===== config.mk =====
export PLATFORM = sky130hd
export DESIGN_NAME = stopwatch_display_scan
export DESIGN_NICKNAME = d
export VERILOG_FILES = /design/src/rtl/stopwatch_display_scan.sv
export SDC_FILE = /design/constraint.sdc
export NUM_CORES = 1
export LEC_CHECK = 0
export ABC_AREA = 1
export BUFFER_PORTS_ARGS = -buffer_cell sky130_fd_sc_hd__clkbuf_2
export CAP_MARGIN = 10
export CORE_MARGIN = 2
export CORE_UTILIZATION = 56
export CTS_CLUSTER_DIAMETER = 50
export CTS_CLUSTER_SIZE = 28
export DETAILED_ROUTE_END_ITERATION = 8
export PLACE_DENSITY = 0.89
export SLEW_MARGIN = 20
export SYNTH_ARGS = -nofsm -noshare
export SYNTH_HDL_FRONTEND = slang
export SYNTH_SLANG_ARGS = --single-unit

===== constraint.sdc =====
create_clock -name clk -period 2.7 [get_ports clk]
set_input_delay 0.27 -clock clk [delete_from_list [all_inputs] [get_ports clk]]
set_output_delay 0.27 -clock clk [all_outputs]
set_load 0.01 [all_outputs]

===== src/rtl/stopwatch_display_scan.sv =====
// Four-digit MM:SS scanner for a 4-anode, active-low 7-segment display, with dead-time and blink.
// Optional build macro STOPWATCH_DP_EN lights the decimal point on digit 2 as the MM.SS separator.
module stopwatch_display_scan #(
   parameter int unsigned DEAD_CYCLES = 1
) (
   input  logic        clk,
   input  logic        rst,
   input  logic        scan_tick,
   input  logic        blink_tick,
   input  logic        adjust,
   input  logic        sel,
   input  logic [15:0] digits,
   output logic [3:0]  an,
   output logic [7:0]  seg
);

   typedef enum logic [0:0] {
      StDrive,
      StBlank
   } state_e;

   localparam logic [7:0] DeadInit = 8'(DEAD_CYCLES - 1);

   state_e      state_q, state_d;
   logic [1:0]  idx_q, idx_d;
   logic [7:0]  dead_cnt_q, dead_cnt_d;
   logic        blink_ph_q, blink_ph_d;
   logic [15:0] snap_q, snap_d;
   logic [3:0]  an_q, an_d;
   logic [7:0]  seg_q, seg_d;

   logic [3:0]  cur_digit;
   logic        blank_dig;
   logic        dp_n;

   // Active-low {g,f,e,d,c,b,a}; non-BCD values show a lone dash.
   function automatic logic [6:0] seg_decode(input logic [3:0] val);
      logic [6:0] s;
      case (val)
         4'd0:    s = 7'b1000000;
         4'd1:    s = 7'b1111001;
         4'd2:    s = 7'b0100100;
         4'd3:    s = 7'b0110000;
         4'd4:    s = 7'b0011001;
         4'd5:    s = 7'b0010010;
         4'd6:    s = 7'b0000010;
         4'd7:    s = 7'b1111000;
         4'd8:    s = 7'b0000000;
         4'd9:    s = 7'b0010000;
         default: s = 7'b0111111;
      endcase
      return s;
   endfunction

   always_comb begin
      state_d    = state_q;
      idx_d      = idx_q;
      dead_cnt_d = dead_cnt_q;
      snap_d     = snap_q;
      an_d       = an_q;
      seg_d      = seg_q;
      cur_digit  = 4'h0;
      blank_dig  = 1'b0;
      dp_n       = 1'b1;

      blink_ph_d = adjust ? (blink_ph_q ^ blink_tick) : 1'b0;

      case (state_q)
         StDrive: begin
            if (scan_tick) begin
               state_d    = StBlank;
               an_d       = 4'hF;
               seg_d      = 8'hFF;
               dead_cnt_d = DeadInit;
            end
         end
         StBlank: begin
            an_d  = 4'hF;
            seg_d = 8'hFF;
            if (dead_cnt_q == 8'd0) begin
               state_d = StDrive;
               idx_d   = idx_q + 2'd1;
               // Snapshot is taken at frame start so the digit 0 load already uses it.
               if (idx_d == 2'd0) begin
                  snap_d = digits;
               end
               cur_digit = snap_d[{idx_d, 2'b00} +: 4];
               blank_dig = adjust && blink_ph_q && (idx_d[1] == ~sel);
`ifdef STOPWATCH_DP_EN
               dp_n = (idx_d != 2'd2);
`else
               dp_n = 1'b1;
`endif
               an_d  = ~(4'b0001 << idx_d);
               seg_d = blank_dig ? 8'hFF : {dp_n, seg_decode(cur_digit)};
            end else begin
               dead_cnt_d = dead_cnt_q - 8'd1;
            end
         end
         default: begin
            state_d = StBlank;
         end
      endcase
   end

   always_ff @(posedge clk) begin
      if (rst) begin
         state_q    <= StBlank;
         idx_q      <= 2'd3;
         dead_cnt_q <= DeadInit;
         blink_ph_q <= 1'b0;
         snap_q     <= 16'h0000;
         an_q       <= 4'hF;
         seg_q      <= 8'hFF;
      end else begin
         state_q    <= state_d;
         idx_q      <= idx_d;
         dead_cnt_q <= dead_cnt_d;
         blink_ph_q <= blink_ph_d;
         snap_q     <= snap_d;
         an_q       <= an_d;
         seg_q      <= seg_d;
      end
   end

   assign an  = an_q;
   assign seg = seg_q;

endmodule

==> flow_metrics.env <==
export IMPL_status="finished, final reports clean"
export IMPL_netlist_area_um2=2200
export IMPL_cp_arrival_ns=2.54
export IMPL_grt_antenna_before_repair=0
export IMPL_layout_commonest_cell="nand2_1"
export IMPL_std_cell_rows=22
export IMPL_synth_seq_cells=39
export IMPL_post_cts_resize_count=0
export IMPL_diodes=0
export IMPL_grt_pass1_vias=2056
export IMPL_p_per_area_nw_per_um2=1460
export IMPL_crit_type="reg -> reg"
export IMPL_postCtsSetupBuffers=0
export IMPL_final_cell_mix="105 x nand2_1, 39 x dfxtp_1, 34 x nand3_1, 34 x nor2_1, 32 x clkbuf_2"
export IMPL_r2r_slack_ns=0.35
export IMPL_slew_violations=0
export IMPL_cts_sinks=39
export IMPL_grt_total_usage=0.244
export IMPL_setup_tns_ns=0
export IMPL_postSynthAreaPerCell_um2=6.53
export IMPL_cts_max_level=2
export IMPL_holdBufCountCts=0
export IMPL_wl_per_cell_um=11.7
export IMPL_clkTransAtPathRegs_ns=0.08
export IMPL_drive_gt1_frac=0.158
export IMPL_hold_viol_final=0
export IMPL_worst_path_max_fanout=13
export IMPL_synth_top_area_frac=0.355
export IMPL_io_pins=34
export IMPL_setup_viol=0
export IMPL_yosys_warnings=0
export IMPL_dpl_cell_area_um2=2380
export IMPL_clkLatencyLatePin_ns=0.30
export IMPL_nNetsFinal=401
export IMPL_skew_ns=0.00937
export IMPL_cts_root_buf="clkbuf_8"
export IMPL_fin_crit_sh=0.870
export IMPL_yosys_area_top_type="dfxtp_1"
export IMPL_p_leak_nw=1.27
export IMPL_start_util=0.592
export IMPL_numCtsBuffers=5
export IMPL_rsz0062_at_grt="no"
export IMPL_drt_wl_total_mm=4.89
export IMPL_grt_max_degree=28
export IMPL_hold_class="in -> reg"
export IMPL_start_kind="flop"
export IMPL_fmax_mhz=426
export IMPL_required_ns=2.89
export IMPL_final_util=0.671
export IMPL_drc_errors=0
export IMPL_syn_num_nets=371
export IMPL_port_buffers=32
export IMPL_synth_seq_area_share=0.355
export IMPL_tightest_slew_ns=0.537
export IMPL_period_minus_slack_ns=2.35
export IMPL_first_pass_iters=4
export IMPL_synth_cells=337
export IMPL_maxSlewHeadroom=0.642
export IMPL_synthDistinctLibCells=22
export IMPL_dpl_hpwl_mm=3.52
export IMPL_vias_per_cell=5.41
export IMPL_cts_tree="yes"
export IMPL_place_gp_congestion=0.883
export IMPL_grt_pass1_wl_mm=8.31
export IMPL_grt_overflow_total=0
export IMPL_dr_total_vias=2250
export IMPL_die_w_um=66.7
export IMPL_clk_path_buf_depth=2
export IMPL_cap_violations=0
export IMPL_critPathCaptureType="flop"
export IMPL_design_area_um2=2490
export IMPL_irDropWorstVdd_mv=0.742
export IMPL_core_area_um2=3720
export IMPL_die_h_um=66.7
export IMPL_first_iter_violations=208
export IMPL_ant_nets=0
export IMPL_synth_area_leaders="dfxtp_1 35%, nand2_1 18%, nand3_1 7.7%"
export IMPL_area_growth_pct=13.4
export IMPL_die_area_um2=4450
[flip-flops by register name, indices dropped and copies added (netlist names)]
name,count
idx_q,2
snap_q,16
dead_cnt_q,8
an,4
seg,7
blink_ph_q,1
state_q,1
[Yosys cell counts]
library cell / instances
inv_2: 4
nand2_1: 105
nand4_1: 1
nor2_2: 2
dfxtp_1: 39
nand2_2: 8
o21ai_0: 20
o21ai_1: 2
clkbuf_1: 4
a211oi_1: 2
buf_4: 3
nand3_1: 34
nor2_1: 34
buf_2: 5
buf_6: 1
xor2_1: 3
a21oi_1: 20
inv_1: 30
ha_1: 12
o211ai_1: 5
o21a_1: 2
conb_1: 1
[worst paths after layout]
path,start,to,cells past startpoint
setup / recovery,idx_q[0],seg[3],14
hold / removal,adjust,blink_ph_q,3
setup reg to reg,idx_q[0],seg[3],14
hold reg to reg,snap_q[12],snap_q[12],2
[cells by family (layout without fill, tap and decap cells)]
kind of cell    Yosys count  after routing  synth area share
simple gates            184            184             0.346
compound gates           51             51             0.126
fa+ha+maj                12             12            0.0682
buf+inv                  47             78            0.0915
xor+xnor                  3              3            0.0119
flops                    39             39             0.355
other cells               1              1           0.00170
[worst max-delay path: stages, from the launching register on]
cell and delay (ns):
dfxtp_1 0.43, ha_1 0.39, buf_4 0.25, o21ai_0 0.14, nand2_1 0.09, nand3_1 0.07, nand2_1 0.16, inv_1 0.10
ha_1 0.18, inv_1 0.05, nand3_1 0.09, nand3_1 0.10, nand3_1 0.07, nand2_1 0.06, nand2_1 0.05
[cell type report]
type                            instances  area [um^2]
Clock buffer                            6         82.6
Clock inverter                          2         35.0
Fill cell                             339         1220
Inverter                               34          128
Multi-Input combinational cell        251         1220
Sequential cell                        39          781
Tap cell                               48         60.1
Timing Repair Buffer                   36          190
[report_power, final]
group | leakage [nW] | internal, mW | switching [mW]
sequential | 0.320 | 0.808 | 0.127
combinational | 0.888 | 0.727 | 1.47
clock | 0.0612 | 0.299 | 0.217
total | 1.27 | 1.83 | 1.81
[through the flow]
stage	worst slack [ns]	power, mW	hold slack (ns)	instances
6_report	0.352	3.65	0.209	416
5_1_grt	0.0966	4.03	0.212	416
4_1_cts	0.385	3.63	0.201	416
3_5_place_dp	0.443	3.10	0.445	408
3_3_place_gp	0.533	3.03	0.436	408
2_1_floorplan	0.556	2.67	0.399	337
[metal layers]
layer  vias to the layer above  part of all wire  GRT usage
met5                         -                 0          0
met4                         0             0.029      0.120
met3                        16             0.066     0.0693
met2                        69              0.46      0.409
met1                      1037              0.44      0.285
li1                       1128                 -          -
(Power assumes the default switching activity.)
